File: src/rtl/isoiec7816_atr_controller.sv
// ISO/IEC 7816 Answer-To-Reset sequencer.
// Enables the character receiver after card reset, resolves the convention
// from TS and walks the ATR structure (T0, interface groups, historical bytes,
// TCK), reporting each byte and the parsed protocol/TA1 to the host.
//
// state   | meaning
// --------+---------------------------------------------------------------
// IDLE    | receiver off, waiting for start
// WAIT_TS | receiver on, waiting for the initial character
// T0      | waiting for the format byte (Y1 mask, K)
// IFACE   | consuming TAi/TBi/TCi/TDi as selected by the current mask
// HIST    | consuming K historical bytes
// TCK     | waiting for the check byte
// DONE    | ATR complete; receiver left running for the protocol layer
// ERROR   | ATR failed; receiver off, error_code holds the cause
module isoiec7816_atr_controller #(
   parameter logic [10:0] DEFAULT_ETU  = 11'd371,
   parameter logic [23:0] TS_TIMEOUT   = 24'd40000,
   parameter logic [23:0] CHAR_TIMEOUT = 24'd3571200,
   parameter logic [5:0]  MAX_ATR_LEN  = 6'd33
) (
   input  logic        clock,
   input  logic        reset,
   input  logic        start,
   input  logic [7:0]  rx_char,
   input  logic        rx_received,
   output logic        rx_enable,
   output logic        inverse,
   output logic [10:0] etu,
   output logic [7:0]  atr_byte,
   output logic        atr_byte_valid,
   output logic [5:0]  atr_index,
   output logic        busy,
   output logic        atr_done,
   output logic        atr_error,
   output logic [2:0]  error_code,
   output logic [3:0]  protocol,
   output logic [7:0]  ta1,
   output logic [3:0]  hist_count
);

   typedef enum logic [2:0] {
      S_IDLE, S_WAIT_TS, S_T0, S_IFACE, S_HIST, S_TCK, S_DONE, S_ERROR
   } state_t;

   state_t      state;
   state_t      byte_state;
   logic [23:0] tmo_cnt;
   logic [23:0] tmo_lim;
   logic [7:0]  acc;
   logic [3:0]  mask;
   logic [3:0]  mask_nxt;
   logic [3:0]  hist_left;
   logic [4:0]  group;
   logic [5:0]  idx;
   logic [1:0]  lsb;
   logic        tck_required;
   logic        tck_nxt;
   logic        timing;
   logic        timed_out;
   logic        ts_bad;
   logic        too_long;

   assign etu = DEFAULT_ETU;

   // Decode what the byte arriving this cycle would do to the parse.
   always_comb begin
      lsb = 2'd3;
      if (mask[0])      lsb = 2'd0;
      else if (mask[1]) lsb = 2'd1;
      else if (mask[2]) lsb = 2'd2;
      mask_nxt = mask & ~(4'b0001 << lsb);
      if (lsb == 2'd3) mask_nxt = rx_char[7:4];
      tck_nxt = tck_required | ((lsb == 2'd3) && (rx_char[3:0] != 4'd0));
      timing = (state == S_WAIT_TS) || (state == S_T0) || (state == S_IFACE) ||
               (state == S_HIST) || (state == S_TCK);
      tmo_lim = (state == S_WAIT_TS) ? TS_TIMEOUT : CHAR_TIMEOUT;
      timed_out = timing && !rx_received && ((tmo_cnt + 24'd1) == tmo_lim);
      byte_state = state;
      case (state)
         S_WAIT_TS: byte_state = ((rx_char == 8'h3B) || (rx_char == 8'h03)) ? S_T0 : S_ERROR;
         S_T0: begin
            if (rx_char[7:4] != 4'd0)      byte_state = S_IFACE;
            else if (rx_char[3:0] != 4'd0) byte_state = S_HIST;
            else                           byte_state = S_DONE;
         end
         S_IFACE: begin
            if (mask_nxt != 4'd0)        byte_state = S_IFACE;
            else if (hist_count != 4'd0) byte_state = S_HIST;
            else if (tck_nxt)            byte_state = S_TCK;
            else                         byte_state = S_DONE;
         end
         S_HIST: begin
            if (hist_left != 4'd1) byte_state = S_HIST;
            else if (tck_required) byte_state = S_TCK;
            else                   byte_state = S_DONE;
         end
         S_TCK: byte_state = ((acc ^ rx_char) == 8'h00) ? S_DONE : S_ERROR;
         default: byte_state = state;
      endcase
      ts_bad = (state == S_WAIT_TS) && (byte_state == S_ERROR);
      too_long = (idx == (MAX_ATR_LEN - 6'd1)) && (byte_state != S_DONE) &&
                 (byte_state != S_ERROR);
   end

   // Sequencer: start restarts from any state, bytes advance the parse,
   // silence beyond the active limit aborts.
   always_ff @(posedge clock or negedge reset) begin
      if (!reset) begin
         state          <= S_IDLE;
         rx_enable      <= 1'b0;
         inverse        <= 1'b0;
         atr_byte       <= 8'h00;
         atr_byte_valid <= 1'b0;
         atr_index      <= 6'd0;
         busy           <= 1'b0;
         atr_done       <= 1'b0;
         atr_error      <= 1'b0;
         error_code     <= 3'd0;
         protocol       <= 4'd0;
         ta1            <= 8'h11;
         hist_count     <= 4'd0;
         tmo_cnt        <= 24'd0;
         acc            <= 8'h00;
         mask           <= 4'd0;
         hist_left      <= 4'd0;
         group          <= 5'd0;
         idx            <= 6'd0;
         tck_required   <= 1'b0;
      end else begin
         atr_byte_valid <= 1'b0;
         if (start) begin
            state        <= S_WAIT_TS;
            rx_enable    <= 1'b1;
            inverse      <= 1'b0;
            busy         <= 1'b1;
            atr_done     <= 1'b0;
            atr_error    <= 1'b0;
            error_code   <= 3'd0;
            atr_index    <= 6'd0;
            idx          <= 6'd0;
            protocol     <= 4'd0;
            hist_count   <= 4'd0;
            ta1          <= 8'h11;
            tmo_cnt      <= 24'd0;
            acc          <= 8'h00;
            tck_required <= 1'b0;
         end else if (timing && rx_received) begin
            tmo_cnt <= 24'd0;
            if (ts_bad) begin
               state      <= S_ERROR;
               atr_error  <= 1'b1;
               error_code <= 3'd1;
               busy       <= 1'b0;
               rx_enable  <= 1'b0;
            end else begin
               atr_byte_valid <= 1'b1;
               atr_byte       <= (state == S_WAIT_TS && rx_char == 8'h03) ? 8'h3F : rx_char;
               atr_index      <= idx;
               idx            <= idx + 6'd1;
               case (state)
                  S_WAIT_TS: if (rx_char == 8'h03) inverse <= 1'b1;
                  S_T0: begin
                     mask       <= rx_char[7:4];
                     hist_count <= rx_char[3:0];
                     hist_left  <= rx_char[3:0];
                     group      <= 5'd1;
                     acc        <= rx_char;
                  end
                  S_IFACE: begin
                     acc  <= acc ^ rx_char;
                     mask <= mask_nxt;
                     if (lsb == 2'd0 && group == 5'd1) ta1 <= rx_char;
                     if (lsb == 2'd3) begin
                        group        <= group + 5'd1;
                        tck_required <= tck_nxt;
                        if (group == 5'd1) protocol <= rx_char[3:0];
                     end
                  end
                  S_HIST: begin
                     acc       <= acc ^ rx_char;
                     hist_left <= hist_left - 4'd1;
                  end
                  default: ;
               endcase
               if (too_long) begin
                  state      <= S_ERROR;
                  atr_error  <= 1'b1;
                  error_code <= 3'd4;
                  busy       <= 1'b0;
                  rx_enable  <= 1'b0;
               end else if (byte_state == S_ERROR) begin
                  state      <= S_ERROR;
                  atr_error  <= 1'b1;
                  error_code <= 3'd3;
                  busy       <= 1'b0;
                  rx_enable  <= 1'b0;
               end else begin
                  state <= byte_state;
                  if (byte_state == S_DONE) begin
                     atr_done <= 1'b1;
                     busy     <= 1'b0;
                  end
               end
            end
         end else if (timed_out) begin
            state      <= S_ERROR;
            atr_error  <= 1'b1;
            error_code <= 3'd2;
            busy       <= 1'b0;
            rx_enable  <= 1'b0;
         end else if (timing) begin
            tmo_cnt <= tmo_cnt + 24'd1;
         end
      end
   end

endmodule

File: config.mk
export PLATFORM = sky130hd
export DESIGN_NAME = isoiec7816_atr_controller
export DESIGN_NICKNAME = d
export VERILOG_FILES = /design/src/rtl/isoiec7816_atr_controller.sv
export SDC_FILE = /design/constraint.sdc
export NUM_CORES = 1
export LEC_CHECK = 0
export ABC_CLOCK_PERIOD_IN_PS = 3600
export CAP_MARGIN = 20
export CORE_MARGIN = 3
export CORE_UTILIZATION = 45
export CTS_BUF_LIST = sky130_fd_sc_hd__clkbuf_16
export DETAILED_ROUTE_END_ITERATION = 8
export DONT_BUFFER_PORTS = 1
export HOLD_SLACK_MARGIN = 0.02
export MAX_ROUTING_LAYER = met4
export PLACE_DENSITY = 0.62
export SLEW_MARGIN = 20
export SYNTH_ARGS = -nofsm -noshare
export SYNTH_HDL_FRONTEND = slang
export SYNTH_SLANG_ARGS = --single-unit
export TNS_END_PERCENT = 30
File: constraint.sdc
create_clock -name clock -period 3.6 [get_ports clock]
set_input_delay 0.54 -clock clock [delete_from_list [all_inputs] [get_ports clock]]
set_output_delay 0.54 -clock clock [all_outputs]
set_load 0.02 [all_outputs]
Word-level counts from Yosys, hierarchy flattened
Cells that the tools add are included.
Storage, ports and cells
  bits in registers: 94
  input port bits: 12
  output and inout port bits: 50
  word-level logic and storage cells: 203
Operators by class
  $add $sub $neg: 4
  equal/unequal tests: 23
  shift operators: 1
  mux-type cells: 98
  bitwise logic cells: 6
  reductions and logical operators: 51
Operators with widths (number)
  two-way mux 24 bit: 4
  two-way mux 8 bit: 9
  two-way mux 3 bit: 15
  two-way mux 4 bit: 11
  two-way mux 1 bit: 39
  two-way mux 6 bit: 6
  adder 24 x 1 -> 24 bit (second input constant): 1
  == test 24 x 22 -> 1 bit: 1
  two-way mux 22 bit: 1
  nonzero test 2 bit: 11
  AND reduction 4 bit: 5
  case mux 4 bit (2 select lines): 2
  case mux 8 bit (2 select lines): 1
  nonzero test 4 bit: 4
  case mux 3 bit (5 select lines): 1
  AND reduction 5 bit: 3
  two-way mux 2 bit: 7
  == test 3 bit (second input constant): 4
  case mux 5 bit (2 select lines): 1
  logical AND 1 bit: 9
  AND reduction 3 bit: 3
  nonzero test 3 bit: 3
  == test 8 x 2 -> 1 bit (second input constant): 1
  == test 8 x 6 -> 1 bit (second input constant): 1
  other kinds (28): 40

Logic depth before layout (Yosys ltp)
Gate-level depths: netlist of the first run.
  depth after elaboration: 17
  gate-level depth with buffers: 12
  mapped depth without buffers: 10

Worst setup path after synthesis of the first run
OpenSTA, ideal clock, no wires.
  kind: register -> register
  start: register state[2]
  end: register tmo_cnt[14]
  setup time: 119 ps
  arrival: 2709 ps
  required time: 3481 ps
  slack: 773 ps
  cell stages (with the launch flop): 13
  path buffers: 4
  clock period less this slack: 2827 ps
  cell sequence: dfrtp_1 clkbuf_2 or3b_1 buf_2 xnor2_1 mux2_2 a2111oi_2 o2111a_1 o21a_4 buf_6 buf_6 nor4_1 o21a_1
On the way
  longest elaborated chain between the ends: 9
  elaborated cells on any way between the ends: 19
  those cells by class: eq/ne (7); mux (3); reduce/logical (9)
Ends and longest elaborated chain
  from (decl): line 46  | state_t state;
  from (signal assigned): line 199  | state <= byte_state;
  branches (longest 9 deep; another with == test 24 x 22 -> 1 bit)
  to (signal assigned): line 213  | tmo_cnt <= tmo_cnt + 24'd1;
  to (decl): line 48  | logic [23:0] tmo_cnt;
Parallel ways; which one is timed is not known.
A chain may end at the register's enable or synchronous reset.

Final worst setup path of the first run
  start: register state[1]
  end: register busy
On the way
  longest elaborated chain between the ends: 9
  elaborated cells on any way between the ends: 30
  those cells by class: eq/ne (11); mux (7); reduce/logical (12)
Ends and longest elaborated chain
  == test 3 bit, or another cell as far along: line 76, 80
  case mux 3 bit (5 select lines) / logical OR 1 bit (equally long branches): line 80, 75
  inequality test 3 bit / logical OR 1 bit (equally long branches): line 102, 75
  logical AND 1 bit / logical OR 1 bit (equally long branches): line 102, 75
  logical AND 1 bit / logical OR 1 bit (equally long branches): line 102, 76
  two-way mux 1 bit / logical AND 1 bit (equally long branches): line 186, 78
  two-way mux 1 bit / logical AND 1 bit (equally long branches): line 150, 78
  two-way mux 1 bit / nonzero test 3 bit (equally long branches)
  two-way mux 1 bit / AND reduction 2 bit (equally long branches)
  to (signal assigned): line 136  | busy <= 1'b1;
  to (signal assigned): line 154  | busy <= 1'b0;
  to (signal assigned): line 190  | busy <= 1'b0;
  to (decl): line 33  | output logic busy,
Several ways; a longest one is shown, not always the timed one.

==> results of run 1 <==
-- logic make-up after synthesis --
group | Yosys count
AO/OA/AOI/OAI | 159
XOR/XNOR | 24
adder cells (fa/ha/maj) | 8
buffers and inverters | 76
flip-flops | 94
multiplexers | 21
other | 2
AND/OR/NAND/NOR | 265
-- layout by cell type, fill, tap and decap left out, types with 10 or more instances in the layout --
| cell | n |
|---|---|
| nor4_1 | 10 |
| nand2_1 | 60 |
| nand2b_1 | 12 |
| conb_1 | 11 |
| nor2_1 | 62 |
| dfrtp_1 | 92 |
| a21oi_1 | 53 |
| o31ai_1 | 19 |
| xor2_1 | 18 |
| nand4_1 | 13 |
| mux2i_1 | 15 |
| nor3_1 | 12 |
| o21ai_0 | 28 |
| or4_1 | 21 |
| inv_1 | 20 |
| nand3_1 | 22 |
-- worst register-to-register path, delay by kind of cell, from the launching register on --
family	cells	cell delay [ns]
muxes	1	0.37
DFF	1	0.47
AOI/OAI and AO/OA	5	1.42
xor gates and xnor gates	1	0.24
and+or+nand+nor	1	0.52
-- power by group through the flow --
| stage | combinational, mW | clock, mW | sequential [mW] |
|---|---|---|---|
| detailed placement | 0.495 | 0 | 1.39 |
| floorplan | 0.463 | 0 | 1.32 |
| CTS | 0.526 | 0.887 | 1.37 |
| global route | 0.592 | 0.929 | 1.39 |
| finish | 0.524 | 0.857 | 1.37 |
| global placement | 0.478 | 0 | 1.38 |
-- worst max path at each step --
stage                                    to  slack [ns]
global placement           busy$_DFFE_PN0P_        0.56
CTS                        busy$_DFFE_PN0P_        0.48
finish                     busy$_DFFE_PN0P_        0.49
detailed placement         busy$_DFFE_PN0P_        0.51
floorplan           tmo_cnt[14]$_DFFE_PN0P_        0.77
global route           state[2]$_DFFE_PN0P_        0.24
-- metal layers --
layer | global-route usage, % | vias up
met3 | 4.891 | 34
met5 | - | -
met1 | 27.16 | 2361
li1 | - | 2301
met4 | 10.07 | 0
met2 | 33.07 | 141
-- final cells by class --
type / instances / share of cell area (%)
multi-input combinational: 488 / 50.37
tap: 168 / 3.467
timing repair buffer: 12 / 1.898
sequential: 94 / 38.84
clock inverter: 6 / 0.5365
inverter: 19 / 1.176
clock buffer: 9 / 3.714
-- sequential cells by signal, summed over array words and instances (netlist names), 5 cells and up --
signal,count
group,5
idx,6
atr_byte,8
tmo_cnt,24
atr_index,6
ta1,8
acc,8
-- per-stage QoR --
step | cell area [sq um] | worst slack [ns] | cells | hold slack, ns
after floorplan | 5774 | 0.7728 | 658 | 0.2444
after global placement | 5756 | 0.5601 | 778 | 0.2483
after detailed placement | 5756 | 0.5119 | 778 | 0.2485
after CTS | 6051 | 0.4788 | 795 | 0.02024
after global routing | 6063 | 0.2395 | 796 | 0.1387
final | 6063 | 0.4909 | 796 | 0.09399
==> reports/metrics.csv, run 1 <==
stage,metric,value,unit
routing,DRT iter0 DRCs,493,
routing,first drt pass iteration count,6,
clock_network,Post-CTS Hold Buffers,2,
final_layout,FF/Latch Area,2355,sq um
power_and_ir_drop,Int Power,1.844,mW
worst_setup_path,CP Cell Sequence,or3b_1 > xnor2_1 > mux2_2 > a2111oi_2 > o2111a_1 > o21a_4 > o211ai_1 > a21o_1,
worst_setup_path,Worst Setup SP,state[1]$_DFFE_PN0P_,
final_layout,Multi-input gate area,3054,sq um
power_and_ir_drop,Flop pwr share,49.8,%
synth,Synth Area in Simple Gates,24.80,%
floorplan,die area,14150,sq um
routing,final wirelength,14.28,mm
clock_network,clock sink count,94,
power_and_ir_drop,switching fraction of total power,32.95,%
clock_network,post-cts sizing count,0,
floorplan,die width,118.9,microns
synth,most common cell in the netlist,dfrtp_1,
worst_setup_path,FF-to-FF End,busy$_DFFE_PN0P_,
sta,"Setup violations, final",0,
grt,largest net degree at the start of global routing,93,
sta,Final Hold Fails,0,
synth,Synth Area in Compound Gates,18.44,%
worst_setup_path,"CP delay by family, top",compound AO/OA/AOI/OAI gates,
final_layout,ANT cells,0,
synth,"Async S/R FF share, synth",100.0,%
clock_network,CTS tree,built,
routing,routed vias,4837,
routing,ANT nets after route,0,
worst_setup_path,Worst path max stage delay,0.52,ns
grt,Overflow after GRT,0,
placement,IO Port Bufs,0,
clock_network,cell at the root of the clock tree,clkbuf_16,
final_layout,Final Util,49.45,%
synth,"EDFF count, synth",0,
sta,setup_tns,0,ns
routing,routed wl met2,6.737,mm
synth,Area contributors post-synth,"dfrtp_1 40%, a21oi_1 4.6%, nor2_1 4.1%, nand2_1 4.0%, or4_1 2.7%",
placement,post-DP HPWL,9.512,mm
clock_network,Worst-Skew Late Latency,0.34,ns
floorplan,Core Rows,40,
routing,Top Metal Used,met4,
sta,Slew headroom,43.94,%
synth,XOR/XNOR Fraction of Synth Area,3.662,%
sta,final max-slew violation count,0,
worst_setup_path,Critical Path Fanout Max,46,
outcome,status,"finished, final reports clean",
floorplan,DIE HEIGHT,118.9,microns
synth,sequential area share after synthesis,41.02,%
synth,register bit total from synthesis,94,
clock_network,Inserted Clock Buffers,9,
floorplan,Ports,62,
clock_network,CTS H-tree depth,3,
worst_setup_path,Worst R2R Start,state[1]$_DFFE_PN0P_,
worst_setup_path,R2R Setup Slk,0.49,ns
final_layout,Filler cells,1152,
synth,Yosys top cell area share,40.10,%
worst_setup_path,worst path required time,3.84,ns
worst_setup_path,worst r2r path cells,8,
synth,Mapped Cells,649,
sta,final period utilization,86.36,%
floorplan,core box area,12260,sq um
clock_network,CTS Buffer Depth,2,
grt,first-pass GRT wire length,23.92,mm
sta,Clock Skews,0.009175,ns
sta,RSZ-0062 raised after global routing,no,
synth,"Avg Cell Area, Syn",8.845,sq um
sta,Max Clock Freq,321.6,MHz
clock_network,clock-pin slew on the worst setup and hold paths,0.07,ns
worst_setup_path,CP Capture Type,flop,
power_and_ir_drop,Power Dens Cells,453.6,nW/um^2
worst_setup_path,critical path class,reg -> reg,
worst_setup_path,Levels on crit path,8,
synth,Post-synth top flop,dfrtp_1,
placement,Routability Congestion,0.9177,
grt,initial antenna violation count,0,
worst_hold_path,worst hold path class,in -> async,
final_layout,Layout area overhead,5.623,%
synth,Mapped Area,5741,sq um
floorplan,initial core utilization,46.82,%
power_and_ir_drop,Leakage,2.413,nW
synth,adder-cell area share of the yosys netlist,1.744,%
routing,DRC,0,
worst_setup_path,slowest CP cell,or3b_1,
worst_setup_path,Startpoint Class,flop,
synth,leading area contributor after synthesis,dfrtp_1,
worst_setup_path,crit path buf inv count,0,
synth,main combinational cell family by area after synthesis,simple AND/OR/NAND/NOR gates,
synth,post-synthesis mux area share,3.793,%
power_and_ir_drop,combinational power share,19.0,%
routing,Routed WL per cell,17.94,microns
worst_setup_path,Worst EP arrival,3.35,ns
synth,Commonest cells post-synth,"92 x dfrtp_1, 62 x nor2_1, 61 x nand2_1, 53 x a21oi_1, 33 x clkbuf_1",
synth,Syn. warnings,0,
final_layout,layout cells sized above 1,7.484,%
power_and_ir_drop,clock group share of total power,31.2,%
synth,synth unique cells,73,
routing,WL met3,848,microns
job,Max Cap Viol,0,
final_layout,final net count,644,
grt,All-Layer GR Usage,21.55,%
power_and_ir_drop,Peak VDD IR,0.2913,mV
grt,number of global-route vias before repair,4636,
routing,routed length on met1,6.230,mm
power_and_ir_drop,NetSw,0.9062,mW
sta,Final min period,3.109,ns
sta,worst slew pin tran,0.8408,ns
power_and_ir_drop,Power Total,2.750,mW
routing,Via density,6.077,
clock_network,post-CTS setup buffer count,0,
(Power assumes the default switching activity.)
==> run 2: changes to the inputs <==
- PLACE_DENSITY: 0.62 -> not set
- PLACE_DENSITY_LB_ADDON: not set -> 0.2
==> reports/metrics.csv, run 2 (synthesis gave the netlist of run 1 again) <==
stage,metric,value,unit,change
clock_network,post-CTS setup buffer count,0,,unchanged
worst_setup_path,slowest CP cell,or3b_1,,unchanged
final_layout,ANT cells,0,,unchanged
routing,DRC,0,,unchanged
sta,worst slew pin tran,1.108,ns,was 0.8408 ns
clock_network,CTS tree,built,,unchanged
final_layout,Multi-input gate area,3052,sq um,was 3054 sq um
routing,routed vias,4813,,was 4837
sta,Slew headroom,25.46,%,was 43.94%
grt,largest net degree at the start of global routing,93,,unchanged
placement,Routability Congestion,0.9259,,was 0.9177
worst_setup_path,worst path required time,3.84,ns,about the same
routing,Via density,6.077,,about the same
routing,Routed WL per cell,17.76,microns,was 17.94 microns
clock_network,CTS Buffer Depth,2,,unchanged
floorplan,initial core utilization,46.82,%,unchanged
worst_setup_path,Levels on crit path,8,,unchanged
job,Max Cap Viol,0,,unchanged
final_layout,"Design Area, Final",6081,sq um,was 6063 sq um
power_and_ir_drop,Power Dens Cells,475.2,nW/um^2,was 453.6 nW/um^2
worst_setup_path,worst r2r path cells,8,,unchanged
power_and_ir_drop,Peak VDD IR,0.2562,mV,was 0.2913 mV
worst_setup_path,Critical Path Fanout Max,46,,unchanged
final_layout,Final Non-Filler Cells,792,,was 796
placement,Post-Place Cell Area,5741,sq um,was 5756 sq um
placement,IO Port Bufs,0,,unchanged
final_layout,"commonest non-fill, non-tap cell in the layout",dfrtp_1,,unchanged
sta,Max Clock Freq,314.8,MHz,was 321.6 MHz
floorplan,die width,118.9,microns,unchanged
worst_setup_path,"CP delay by family, top",compound AO/OA/AOI/OAI gates,,unchanged
floorplan,die area,14150,sq um,unchanged
sta,Clock Skews,0.007014,ns,was 0.009175 ns
worst_setup_path,CP Cell Sequence,or3b_1 > xnor2_1 > mux2_2 > a2111oi_2 > o2111a_1 > o21a_4 > o211ai_1 > a21o_1,,unchanged
final_layout,final net count,641,,was 644
floorplan,Core Rows,40,,unchanged
placement,post-DP HPWL,9.414,mm,was 9.512 mm
power_and_ir_drop,Power Total,2.889,mW,was 2.750 mW
clock_network,Inserted Clock Buffers,9,,unchanged
worst_hold_path,worst hold path class,in -> async,,unchanged
clock_network,clock sink count,94,,unchanged
floorplan,core box area,12260,sq um,unchanged
clock_network,CTS H-tree depth,3,,unchanged
worst_setup_path,Worst R2R Start,state[1]$_DFFE_PN0P_,,unchanged
routing,first drt pass iteration count,5,,was 6
sta,final period utilization,88.24,%,was 86.36%
routing,DRT iter0 DRCs,357,,was 493
sta,final max-slew violation count,0,,unchanged
worst_setup_path,Worst Setup SP,state[1]$_DFFE_PN0P_,,unchanged
sta,setup_tns,0,ns,unchanged
worst_setup_path,Setup crit end,busy$_DFFE_PN0P_,,unchanged
sta,RSZ-0062 raised after global routing,no,,unchanged
worst_setup_path,crit path buf inv count,0,,unchanged
sta,Final Hold Fails,0,,unchanged
floorplan,DIE HEIGHT,118.9,microns,unchanged
grt,All-Layer GR Usage,21.42,%,was 21.55%
routing,final wirelength,14.06,mm,was 14.28 mm
final_layout,"commonest cells after routing, fill and taps aside","92 x dfrtp_1, 62 x nor2_1, 61 x nand2_1, 53 x a21oi_1, 28 x o21ai_0",,"was 92 x dfrtp_1, 62 x nor2_1, 60 x nand2_1, 53 x a21oi_1, 28 x o21ai_0"
final_layout,layout cells sized above 1,7.212,%,was 7.484%
final_layout,Filler cells,1176,,was 1152
worst_setup_path,Worst EP arrival,3.41,ns,was 3.35 ns
clock_network,Worst-Skew Late Latency,0.35,ns,was 0.34 ns
grt,Overflow after GRT,0,,unchanged
clock_network,post-cts sizing count,0,,unchanged
final_layout,FF/Latch Area,2355,sq um,unchanged
placement,placed insts,776,,was 778
sta,Final min period,3.177,ns,was 3.109 ns
worst_setup_path,R2R Setup Slk,0.42,ns,was 0.49 ns
final_layout,max reg flops,24,,unchanged
power_and_ir_drop,Leakage,2.423,nW,was 2.413 nW
worst_setup_path,Worst path max stage delay,0.53,ns,was 0.52 ns
clock_network,clock-pin slew on the worst setup and hold paths,0.07,ns,about the same
final_layout,Layout area overhead,5.928,%,was 5.623%
worst_setup_path,CP Capture Type,flop,,unchanged
clock_network,cell at the root of the clock tree,clkbuf_16,,unchanged
sta,"Setup violations, final",0,,unchanged
grt,number of global-route vias before repair,4664,,was 4636
clock_network,Post-CTS Hold Buffers,1,,was 2
worst_setup_path,critical path class,reg -> reg,,unchanged
worst_setup_path,Startpoint Class,flop,,unchanged
final_layout,Largest Register,tmo_cnt,,unchanged
outcome,status,"finished, final reports clean",,unchanged
floorplan,Ports,62,,unchanged
grt,first-pass GRT wire length,24.12,mm,was 23.92 mm
grt,initial antenna violation count,0,,unchanged
worst_setup_path,FF-to-FF End,busy$_DFFE_PN0P_,,unchanged
routing,ANT nets after route,0,,unchanged
run 2: cell count changes in the layout (fill, tap and decap cells not counted):
cell           before  now
nand2_1            60   61
bufinv_16           0    2
buf_4               9    7
clkinv_1            2    0
dlygate4sd3_1       2    1
nand2_2             1    0
clkinvlp_4          1    0
run 2: worst min path at each step:
stage / start / end / slack, ns / cells past startpoint
after detailed placement: reset / tmo_cnt[3]$_DFFE_PN0P_ / 0.25 / 0
after CTS: reset / ta1[4]$_DFFE_PN1P_ / 0.02 / 0
after global routing: reset / tmo_cnt[4]$_DFFE_PN0P_ / 0.13 / 1
after floorplan: reset / acc[0]$_DFFE_PN0P_ / 0.24 / 0
after global placement: reset / tmo_cnt[2]$_DFFE_PN0P_ / 0.25 / 0
final: reset / tmo_cnt[4]$_DFFE_PN0P_ / 0.07 / 1
run 2: final cells by class:
type	count	area share, %
multi-input cells	488	50.19
flip-flops and latches	94	38.72
clock buffers	9	3.704
well taps	168	3.457
repair buffers	9	1.481
clock inverters	5	1.276
inverters	19	1.173
run 2: through the flow:
| step | hold WS [ns] | utilization [%] | setup slack, ns |
|---|---|---|---|
| after global placement | 0.2482 | 46.82 | 0.5346 |
| after detailed placement | 0.2484 | 46.82 | 0.4465 |
| after floorplan | 0.2444 | - | 0.7728 |
| after CTS | 0.02474 | 49.51 | 0.4047 |
| final | 0.07019 | 49.59 | 0.4235 |
| after global routing | 0.1307 | 49.59 | 0.2426 |
run 2: report_power, final:
part / switching, mW / internal [mW] / total, mW
clock: 0.399 / 0.598 / 0.997
sequential: 0.198 / 1.17 / 1.37
combinational: 0.310 / 0.213 / 0.523
total: 0.906 / 1.98 / 2.89
run 2: worst register-to-register path, delay by kind of cell (launching register included):
kind,cells,cell delay [ns]
AOI/OAI and AO/OA,5,1.41
and+or+nand+nor,1,0.53
muxes,1,0.38
DFF,1,0.48
xor gates and xnor gates,1,0.27
run 2: per-layer routing:
metal  global-route usage (%)  vias up  wire length, microns
met4                    7.893        0                   327
li1                         -     2284                     -
met5                        -        -                     0
met1                    27.59     2376                  6263
met3                    5.033       28                   794
met2                    33.11      125                  6676
